--- src/rtl/hsched_pkg.sv ---
// Shared state type, default widths and counter-width helper for the
// hilbert_sched sample scheduler.
package hsched_pkg;

  localparam int DEF_DATA_W   = 12;
  localparam int DEF_OUT_W    = 13;
  localparam int DEF_CADENCE  = 20;
  localparam int DEF_FILT_LAT = 4;

  typedef enum logic [1:0] {
    IDLE  = 2'd0,
    RUN   = 2'd1,
    DRAIN = 2'd2
  } hsched_state_t;

  function automatic int cnt_width(input int cadence);
    return (cadence > 1) ? $clog2(cadence) : 1;
  endfunction

  localparam int CNT_W = cnt_width(DEF_CADENCE);

endpackage

--- src/rtl/hilbert_sched_if.sv ---
// Input stream, filter bus and output stream of hilbert_sched.
// The slave modport is the scheduler's own view of these signals.
interface hilbert_sched_if
  import hsched_pkg::*;
#(
  parameter int DATA_W = DEF_DATA_W,
  parameter int OUT_W  = DEF_OUT_W
);
  logic [DATA_W-1:0] in_data;
  logic              in_valid;
  logic              in_ready;
  logic              filt_en;
  logic [DATA_W-1:0] filt_in;
  logic [OUT_W-1:0]  filt_re;
  logic [OUT_W-1:0]  filt_im;
  logic [OUT_W-1:0]  out_re;
  logic [OUT_W-1:0]  out_im;
  logic              out_valid;
  logic              out_ready;

  modport slave (
    input  in_data, in_valid, filt_re, filt_im, out_ready,
    output in_ready, filt_en, filt_in, out_re, out_im, out_valid
  );

  modport master (
    output in_data, in_valid, filt_re, filt_im, out_ready,
    input  in_ready, filt_en, filt_in, out_re, out_im, out_valid
  );
endinterface

--- src/rtl/hsched_cadence.sv ---
// Sample-period down-counter: ticks on a zero count while enabled, then
// reloads to CADENCE-1. load forces the count to zero so a run ticks at once.
module hsched_cadence
  import hsched_pkg::*;
#(
  parameter int CADENCE = DEF_CADENCE
) (
  input  logic clock,
  input  logic reset,
  input  logic load,
  input  logic enable,
  output logic tick
);
  localparam int CADENCE_W = cnt_width(CADENCE);
  localparam logic [CADENCE_W-1:0] RELOAD = CADENCE_W'(CADENCE - 1);

  logic [CADENCE_W-1:0] cnt_r;

  assign tick = enable && (cnt_r == {CADENCE_W{1'b0}});

  // Cadence counter register.
  always_ff @(posedge clock or negedge reset) begin
    if (!reset) begin
      cnt_r <= {CADENCE_W{1'b0}};
    end else if (load) begin
      cnt_r <= {CADENCE_W{1'b0}};
    end else if (enable) begin
      cnt_r <= tick ? RELOAD : cnt_r - CADENCE_W'(1);
    end else begin
      cnt_r <= cnt_r;
    end
  end
endmodule

--- src/rtl/hilbert_sched.sv ---
// Sample-rate scheduler and result capture for the real2cpx Hilbert filter.
// Build option HSCHED_STATS_EN adds saturating underrun/overrun event counters.
module hilbert_sched
  import hsched_pkg::*;
#(
  parameter int DATA_W   = DEF_DATA_W,
  parameter int OUT_W    = DEF_OUT_W,
  parameter int CADENCE  = DEF_CADENCE,
  parameter int FILT_LAT = DEF_FILT_LAT
) (
  input  logic           clock,
  input  logic           reset,
  input  logic           start,
  input  logic           stop,
  hilbert_sched_if.slave bus,
  output logic           busy,
  output logic           underrun,
  output logic           overrun
`ifdef HSCHED_STATS_EN
  ,
  output logic [15:0]    under_cnt,
  output logic [15:0]    over_cnt
`endif
);
  localparam int LAT_W = $clog2(FILT_LAT + 1);
  localparam logic [LAT_W-1:0] LAT_LOAD = LAT_W'(FILT_LAT);

  hsched_state_t     state_r, state_nxt_s;
  logic [DATA_W-1:0] buf_r, filt_in_r;
  logic              buf_valid_r, filt_en_r, pend_r, out_valid_r;
  logic [LAT_W-1:0]  lat_r;
  logic [OUT_W-1:0]  out_re_r, out_im_r;
  logic              underrun_r, overrun_r;
  logic              go_s, run_s, tick_s, accept_s, capture_s, starve_s, clobber_s;

  assign go_s      = (state_r == IDLE) && start;
  assign run_s     = (state_r == RUN);
  assign accept_s  = bus.in_valid && !buf_valid_r;
  assign capture_s = pend_r && (lat_r == {LAT_W{1'b0}});
  assign starve_s  = tick_s && !buf_valid_r;
  assign clobber_s = capture_s && out_valid_r && !bus.out_ready;

  hsched_cadence #(.CADENCE(CADENCE)) u_cadence (
    .clock  (clock),
    .reset  (reset),
    .load   (go_s),
    .enable (run_s),
    .tick   (tick_s)
  );

  // FSM state register.
  always_ff @(posedge clock or negedge reset) begin
    if (!reset) state_r <= IDLE;
    else        state_r <= state_nxt_s;
  end

  // FSM next state; DRAIN waits for an in-flight capture before idling.
  always_comb begin
    state_nxt_s = state_r;
    case (state_r)
      IDLE:    if (start) state_nxt_s = RUN;   else state_nxt_s = IDLE;
      RUN:     if (stop)  state_nxt_s = DRAIN; else state_nxt_s = RUN;
      DRAIN:   if (!pend_r || capture_s) state_nxt_s = IDLE; else state_nxt_s = DRAIN;
      default: state_nxt_s = IDLE;
    endcase
  end

  // Input buffer, filter strobe/sample and filter latency tracking.
  always_ff @(posedge clock or negedge reset) begin
    if (!reset) begin
      buf_r       <= {DATA_W{1'b0}};
      buf_valid_r <= 1'b0;
      filt_en_r   <= 1'b0;
      filt_in_r   <= {DATA_W{1'b0}};
      pend_r      <= 1'b0;
      lat_r       <= {LAT_W{1'b0}};
    end else begin
      filt_en_r <= tick_s;
      // A sample offered during a starved tick is still taken, just not used.
      if (tick_s && buf_valid_r) begin
        buf_valid_r <= 1'b0;
      end else if (accept_s) begin
        buf_r       <= bus.in_data;
        buf_valid_r <= 1'b1;
      end else begin
        buf_valid_r <= buf_valid_r;
      end
      if (tick_s) filt_in_r <= buf_valid_r ? buf_r : {DATA_W{1'b0}};
      else        filt_in_r <= filt_in_r;
      if (tick_s) begin
        pend_r <= 1'b1;
        lat_r  <= LAT_LOAD;
      end else if (pend_r) begin
        pend_r <= !capture_s;
        lat_r  <= capture_s ? lat_r : lat_r - LAT_W'(1);
      end else begin
        pend_r <= 1'b0;
        lat_r  <= lat_r;
      end
    end
  end

  // Output register with consume-then-load on a coincident capture.
  always_ff @(posedge clock or negedge reset) begin
    if (!reset) begin
      out_re_r    <= {OUT_W{1'b0}};
      out_im_r    <= {OUT_W{1'b0}};
      out_valid_r <= 1'b0;
    end else if (capture_s) begin
      out_re_r    <= bus.filt_re;
      out_im_r    <= bus.filt_im;
      out_valid_r <= 1'b1;
    end else if (out_valid_r && bus.out_ready) begin
      out_valid_r <= 1'b0;
    end else begin
      out_valid_r <= out_valid_r;
    end
  end

  // Sticky fault flags, cleared when a run is started.
  always_ff @(posedge clock or negedge reset) begin
    if (!reset) begin
      underrun_r <= 1'b0;
      overrun_r  <= 1'b0;
    end else if (go_s) begin
      underrun_r <= 1'b0;
      overrun_r  <= 1'b0;
    end else begin
      underrun_r <= underrun_r | starve_s;
      overrun_r  <= overrun_r | clobber_s;
    end
  end

`ifdef HSCHED_STATS_EN
  logic [15:0] under_cnt_r, over_cnt_r;

  // Saturating event counters, cleared when a run is started.
  always_ff @(posedge clock or negedge reset) begin
    if (!reset) begin
      under_cnt_r <= 16'd0;
      over_cnt_r  <= 16'd0;
    end else if (go_s) begin
      under_cnt_r <= 16'd0;
      over_cnt_r  <= 16'd0;
    end else begin
      if (starve_s && under_cnt_r != 16'hFFFF) under_cnt_r <= under_cnt_r + 16'd1;
      else                                     under_cnt_r <= under_cnt_r;
      if (clobber_s && over_cnt_r != 16'hFFFF) over_cnt_r <= over_cnt_r + 16'd1;
      else                                     over_cnt_r <= over_cnt_r;
    end
  end

  assign under_cnt = under_cnt_r;
  assign over_cnt  = over_cnt_r;
`endif

  assign bus.in_ready  = !buf_valid_r;
  assign bus.filt_en   = filt_en_r;
  assign bus.filt_in   = filt_in_r;
  assign bus.out_re    = out_re_r;
  assign bus.out_im    = out_im_r;
  assign bus.out_valid = out_valid_r;
  assign busy          = (state_r != IDLE);
  assign underrun      = underrun_r;
  assign overrun       = overrun_r;
endmodule

--- src/flat_wrapper.sv ---
// flat-port wrapper written by rule: the top's interface ports become plain ports
module hilbert_sched_flat import hsched_pkg::*;
#(
  parameter int DATA_W   = DEF_DATA_W,
  parameter int OUT_W    = DEF_OUT_W,
  parameter int CADENCE  = DEF_CADENCE,
  parameter int FILT_LAT = DEF_FILT_LAT
)
  (clock, reset, start, stop, busy, underrun, overrun, bus_in_data, bus_in_valid, bus_filt_re, bus_filt_im, bus_out_ready, bus_in_ready, bus_filt_en, bus_filt_in, bus_out_re, bus_out_im, bus_out_valid);
  hilbert_sched_if #(.DATA_W(DATA_W), .OUT_W(OUT_W)) bus_i ();
  input  logic clock;
  input  logic reset;
  input  logic start;
  input  logic stop;
  output logic busy;
  output logic underrun;
  output logic overrun;
  input wire logic [$bits(bus_i.in_data)-1:0] bus_in_data;
  input wire logic [$bits(bus_i.in_valid)-1:0] bus_in_valid;
  input wire logic [$bits(bus_i.filt_re)-1:0] bus_filt_re;
  input wire logic [$bits(bus_i.filt_im)-1:0] bus_filt_im;
  input wire logic [$bits(bus_i.out_ready)-1:0] bus_out_ready;
  output wire logic [$bits(bus_i.in_ready)-1:0] bus_in_ready;
  output wire logic [$bits(bus_i.filt_en)-1:0] bus_filt_en;
  output wire logic [$bits(bus_i.filt_in)-1:0] bus_filt_in;
  output wire logic [$bits(bus_i.out_re)-1:0] bus_out_re;
  output wire logic [$bits(bus_i.out_im)-1:0] bus_out_im;
  output wire logic [$bits(bus_i.out_valid)-1:0] bus_out_valid;
  assign bus_i.in_data = bus_in_data;
  assign bus_i.in_valid = bus_in_valid;
  assign bus_i.filt_re = bus_filt_re;
  assign bus_i.filt_im = bus_filt_im;
  assign bus_i.out_ready = bus_out_ready;
  assign bus_in_ready = bus_i.in_ready;
  assign bus_filt_en = bus_i.filt_en;
  assign bus_filt_in = bus_i.filt_in;
  assign bus_out_re = bus_i.out_re;
  assign bus_out_im = bus_i.out_im;
  assign bus_out_valid = bus_i.out_valid;
  hilbert_sched #(.DATA_W(DATA_W), .OUT_W(OUT_W), .CADENCE(CADENCE), .FILT_LAT(FILT_LAT)) u_core (.clock(clock), .reset(reset), .start(start), .stop(stop), .bus(bus_i), .busy(busy), .underrun(underrun), .overrun(overrun));
endmodule
--- config.mk ---
export PLATFORM = sky130hd
export DESIGN_NAME = hilbert_sched_flat
export DESIGN_NICKNAME = d
export VERILOG_FILES = /design/src/rtl/hsched_pkg.sv /design/src/rtl/hilbert_sched_if.sv /design/src/rtl/hsched_cadence.sv /design/src/rtl/hilbert_sched.sv /design/src/flat_wrapper.sv
export SDC_FILE = /design/constraint.sdc
export NUM_CORES = 1
export LEC_CHECK = 0
export ABC_AREA = 1
export CAP_MARGIN = 20
export CELL_PAD_IN_SITES_DETAIL_PLACEMENT = 1
export CELL_PAD_IN_SITES_GLOBAL_PLACEMENT = 2
export CORE_MARGIN = 1.5
export CORE_UTILIZATION = 28
export CTS_CLUSTER_DIAMETER = 50
export DETAILED_ROUTE_END_ITERATION = 10
export PLACE_DENSITY = 0.78
export SLEW_MARGIN = 10
export SYNTH_ARGS = -nofsm -noshare
export SYNTH_HDL_FRONTEND = slang
export SYNTH_SLANG_ARGS = --single-unit
--- constraint.sdc ---
create_clock -name clock -period 1.4 [get_ports clock]
set_input_delay 0.14 -clock clock [delete_from_list [all_inputs] [get_ports clock]]
set_output_delay 0.14 -clock clock [all_outputs]
set_load 0.01 [all_outputs]
==> flow_summary.yaml, run 1 <==
status:
  status: "finished, final reports clean"
drt:
  wirelength_mm: 7.034
  dr.first_iter.drc_count: 61
  wl_per_cell_um: 13.63
  vias: 2154
  via_per_inst: 4.174
  drc: 0
  first_pass_iters: 4
  ant_nets: 0
critical_path:
  critPathBufInv: 1
  slowest_stage: "clkdlybuf4s50_1"
  cp_top_family: "buffers and inverters"
  cpPeakStageDelay_ns: 0.55
  path_cells: "clkdlybuf4s50_1"
  rr_startpoint: "u_core.u_cadence.cnt_r[0]"
  crit_start: "u_core.bus.out_im[2]"
  worst-path-max-fanout: 2
  endpoint_kind: "output port"
  startpoint_type: "flip-flop"
  worstPathRequired_ns: 1.26
  arrival_ns: 1.22
  crit_type: "reg -> out"
global_route:
  grt_first_pass_wirelength_mm: 11.07
  grt_usage: 0.1383
  grt_max_degree: 42
  grt_pass1_vias: 2247
  antenna_found_initial: 0
  grt_remaining_overflow: 0
die:
  die_area_sq_um: 10640
  die_h_um: 103.1
  num_io_pins: 88
  num_rows: 36
  fp.dieW_um: 103.1
  start_util: 0.2886
  coreArea_sq_um: 9729
synth:
  yosys_warnings: 0
  ys_seq_area_frac: 0.5882
  synth_area_sq_um: 2808
  synth-seq-cells: 66
  ys.flop_type: "dfrtp_1"
  synthesis.nets: 321
  synthTopCellsByArea: "dfrtp_1 59%, nand2_1 9.1%, inv_1 5.3%"
  synth_top_area_share: 0.5882
  yosysUniqueCellTypes: 26
  synth_area_leader_cell: "dfrtp_1"
  async_reset_ff_frac: 1.000
  syn_inst: 274
  syn_avg_cell_area_sq_um: 10.25
  synth_edf_count: 0
sta:
  fin_crit_sh: 0.9721
  worst_pin_slew_ns: 0.3554
  min_period_ns: 1.361
  report.final.slew_viol_count: 0
  setup_viol: 0
  hold_violations: 0
  max_slew_margin: 0.7631
  fmax_mhz: 734.7
  finalWorstSetupSlack_ns: 0.03899
  skew_ns: 0.008884
cts:
  cts_buffer_depth: 2
  htree_levels: 3
  clock_sinks: 66
  clk_latency_ns: 0.33
  cts_tree: "yes"
  ctsRootBufferMaster: "clkbuf_8"
  clkSlewWorstSetupHoldPaths_ns: 0.08
  numCtsBuffers: 9
cells_and_area:
  fillers: 1105
  antenna_cells: 0
  multi_input_area_sq_um: 989.7
  regArea_sq_um: 1652
  drive_gt1_frac: 0.1906
  final_util: 0.4358
  most-common-layout-cells: "67 x nand2_1, 66 x dfrtp_1, 47 x clkdlybuf4s50_1"
  fin_nets: 425
  area_delta_synth_final_pct: 51.03
  final_common_cell: "nand2_1"
power_and_ir_drop:
  powerDensity_nw_per_um2: 2172
  leakagePower_uw: 0.002252
  max-vdd-ir-drop_mv: 0.7577
placed_design:
  port_buffers: 87
  post-dp-hpwl_mm: 4.742
  dp_slack_ns: -0.07769
  gp_congestion: 0.7279
job:
  drv_cap: 0
min_path:
  hp-class: "in -> async"
==> synth_stat cells, types with 3 or more instances <==
master    count
a21oi_1       3
buf_2         3
buf_6         3
clkbuf_1      3
dfrtp_1      66
ha_1          3
inv_1        40
inv_2         3
mux2_2        3
mux2_4        9
nand2_1      68
nand2_2       4
nand3_1       7
nor2_1        4
o21ai_0      30
o21ai_2      12
==> power breakdown <==
group	switching (uW)	internal, uW	total (uW)
Combinational	2070	2010	4090
Sequential	487	2800	3280
Clock	740	1100	1840
==> cell families after synthesis <==
family | after synthesis | synth area share
and+or+nand+nor | 89 | 0.1422
muxes | 12 | 0.06016
AOI/OAI and AO/OA | 50 | 0.1087
adders and majority gates | 3 | 0.01337
buffers and inverters | 53 | 0.08422
DFF | 66 | 0.5882
xor gates and xnor gates | 1 | 0.003120
==> final cells by class <==
type                    count  share of cell area
clock buffers              12             0.03659
clock inverters             4             0.01741
inverters                  43             0.03865
multi-input cells         157              0.2334
flip-flops and latches     66              0.3895
well taps                 133             0.03924
repair buffers            101              0.2452
==> routing by layer <==
metal	wire length [um]	global-route usage
met1	3151	0.1859
met2	3628	0.2232
met3	153	0.02441
met4	100	0.05301
met5	0	0
==> metrics by stage <==
stage	setup TNS, ns	instances	instance area, sq um	hold slack, ns	total power [uW]
global placement	-0.1409	492	3862	0.06641	7135
CTS	0	514	4145	0.2363	9219
detailed placement	-0.7894	492	3862	0.06913	7263
floorplan	0	274	2808	-0.1556	5423
finish	0	516	4240	0.2640	9211
global route	-0.0002570	516	4240	0.2794	9934
==> path summary, 6_finish.rpt <==
| path | to | slack [ns] | depth (start not counted) |
|---|---|---|---|
| worst max-delay path | bus_out_im[2] | 0.04 | 1 |
| worst min-delay path | u_core.bus.out_re[6] | 0.26 | 2 |
| worst max register to register | u_core.underrun | 0.11 | 7 |
| worst min register to register | u_core.bus.out_re[11] | 0.48 | 2 |
| max in group asynchronous | u_core.buf_r[3] | 0.64 | 3 |
| min in group clock | u_core.bus.out_im[8] | 0.36 | 3 |
==> registers in the layout, summed over array words and instances, names as in the netlist <==
register                cells
u_core.buf_valid_r          1
u_core.underrun             1
u_core.bus.out_valid        1
u_core.overrun              1
u_core.buf_r               12
u_core.pend_r               1
u_core.bus.filt_in         12
u_core.bus.out_im          13
u_core.bus.filt_en          1
u_core.state_r              2
u_core.bus.out_re          13
u_core.u_cadence.cnt_r      5
u_core.lat_r                3
==> repair_timing <==
action | CTS | global route
pin swaps | 2 | 2
endpoints found under the hold margin | 11 | 0
setup buffers | 3 | 2
hold buffers | 1 | 0
cloned | 2 | 0
setup endpoints to repair | 42 | 37
gates resized for setup | 27 | 23
No activity file was read; power rests on OpenSTA's default activity.
==> run 2, diff against run 1 <==
--- a/config.mk
+++ b/config.mk
@@ -14,6 +14,8 @@
 export CTS_CLUSTER_DIAMETER = 50
 export DETAILED_ROUTE_END_ITERATION = 10
 export PLACE_DENSITY = 0.78
+export REMOVE_ABC_BUFFERS = 1
+export SETUP_SLACK_MARGIN = 0.3
 export SLEW_MARGIN = 10
 export SYNTH_ARGS = -nofsm -noshare
 export SYNTH_HDL_FRONTEND = slang
==> run 2 against run 1 <==
Final area increased by 0.35%; wire length increased by 5.8%; first-iteration DRC count decreased by 38%; total power increased by 2.1%; sequential power increased by 2%; clock power decreased by 3%; utilization increased by 0.15 points; register-to-register slack about the same; non-clock buffer count increased by 14; count of clock-buffer cells in the layout decreased by 1; critical endpoint is now u_core.overrun.
==> flow_summary.yaml, run 2 (synthesis results as in run 1) <==
status:
  status: "finished, final reports clean"
drt:
  met1Wirelength_mm: 3.342
  highest_layer: "met4"
  drc: 0
  vias: 2254
  wl_met2_mm: 3.678
  first_pass_iters: 3
  wl_met3_um: 313
  ant_nets: 0
  wirelength_mm: 7.440
  wl_per_cell_um: 14.06
  dr.first_iter.drc_count: 38
  via_per_inst: 4.261
critical_path:
  startpoint_type: "flip-flop"
  worst-path-max-fanout: 27
  reg2reg_slack_ns: 0.11
  arrival_ns: 1.56
  endpoint_kind: "flip-flop"
  worstPathRequired_ns: 1.67
  crit_type: "reg -> reg"
cells_and_area:
  drive_gt1_frac: 0.3838
  final_common_cell: "dfrtp_1"
  stdcell_area_sq_um: 4255
  most-common-layout-cells: "66 x dfrtp_1, 55 x nand2_1, 42 x clkdlybuf4s50_1"
  antenna_cells: 0
  area_delta_synth_final_pct: 51.56
  fillers: 1132
  fin_nets: 438
sta:
  fin_crit_sh: 0.9206
  fmax_mhz: 775.9
  worst_pin_slew_ns: 0.4299
  report.final.slew_viol_count: 0
  tns_ns: 0
  skew_ns: 0.01236
  max_slew_margin: 0.7125
  setup_viol: 0
  rsz0062_at_grt: "yes"
  min_period_ns: 1.289
  hold_violations: 0
  finalWorstSetupSlack_ns: 0.1112
placed_design:
  dp_slack_ns: 0.02274
  port_buffers: 87
  dpl_cell_area_sq_um: 3867
  post-dp-hpwl_mm: 4.718
  gp_congestion: 0.7197
cts:
  ctsRootBufferMaster: "clkbuf_8"
  numCtsBuffers: 9
  clkSlewWorstSetupHoldPaths_ns: 0.08
  htree_levels: 3
  clk_latency_ns: 0.34
  clock_sinks: 66
  cts_tree: "yes"
  cts_buffer_depth: 2
die:
  num_rows: 36
  fp.dieW_um: 103.1
  start_util: 0.2886
  die_h_um: 103.1
  num_io_pins: 88
  coreArea_sq_um: 9729
  die_area_sq_um: 10640
power_and_ir_drop:
  max-vdd-ir-drop_mv: 0.6431
  powerDensity_nw_per_um2: 2210
  total_power_uw: 9405
  leakagePower_uw: 0.002176
global_route:
  grt_max_degree: 67
  grt_remaining_overflow: 0
  antenna_found_initial: 0
  grt_pass1_vias: 2368
  grt_usage: 0.1445
  grt_first_pass_wirelength_mm: 11.55
min_path:
  hp-class: "in -> async"
job:
  drv_cap: 0
==> run 2: cell types whose count changed in the layout (fill, tap and decap cells not counted), sizes merged, moves of 4 or more <==
cell,delta
buf,+53
dlymetal6s2s,-14
clkdlybuf4s50,-5
clkbuf,+4
dlygate4sd2,-25
==> run 2: where the power goes <==
part | switching, uW | internal, uW | total (uW) | leakage [uW]
clock | 743 | 1050 | 1790 | 0.000109
combinational | 2200 | 2080 | 4270 | 0.00126
sequential | 546 | 2800 | 3340 | 0.000811
==> run 2: timing repair <==
item | in CTS | in global routing
hold buffers | 1 | 0
pin swaps | 3 | 7
hold endpoints to repair | 66 | 0
gates cloned | 1 | 3
setup buffers | 15 | 2
gates resized for setup | 179 | 46
endpoints found under the setup margin | 109 | 75
==> run 2: area by class of cell <==
| type | count | area (sq um) | share of cell area |
|---|---|---|---|
| sequential | 66 | 1652 | 0.3881 |
| multi-input combinational | 156 | 1075 | 0.2526 |
| timing repair buffer | 115 | 977.2 | 0.2296 |
| inverter | 43 | 166.4 | 0.03911 |
| tap | 133 | 166.4 | 0.03911 |
| clock buffer | 11 | 141.4 | 0.03323 |
| clock inverter | 5 | 77.57 | 0.01823 |
==> run 2: stage by stage <==
stage,hold slack [ns],utilization,instances
2_1_floorplan,-0.1556,-,264
3_3_place_gp,0.1958,0.3975,491
3_5_place_dp,0.1933,0.3975,491
4_1_cts,0.3418,0.4261,524
5_1_grt,0.3605,0.4374,529
6_report,0.3491,0.4374,529
==> run 2: final timing paths <==
kind	start	end	cells past startpoint
worst max-delay path	u_core.lat_r[0]	u_core.overrun	7
worst min-delay path	reset	u_core.bus.out_im[1]	3
worst max register to register	u_core.lat_r[0]	u_core.overrun	7
worst min register to register	u_core.bus.out_re[11]	u_core.bus.out_re[11]	2
max in group asynchronous	reset	u_core.bus.out_im[9]	3
min in group clock	bus_filt_im[11]	u_core.bus.out_im[11]	3
==> run 2: worst max-delay path, cell delays in order (launching register included) <==
cell,delay (ns)
dfrtp_1,0.40
inv_2,0.11
ha_4,0.17
nand3_4,0.12
buf_12,0.19
nor2_1,0.09
nor2_1,0.04
nor2_1,0.09
==> run 2: routing by layer <==
layer  GRT usage  up-vias
li1            -     1095
met1      0.1831     1104
met2      0.2373       47
met3     0.03525        8
met4     0.05925        0
met5           0        -
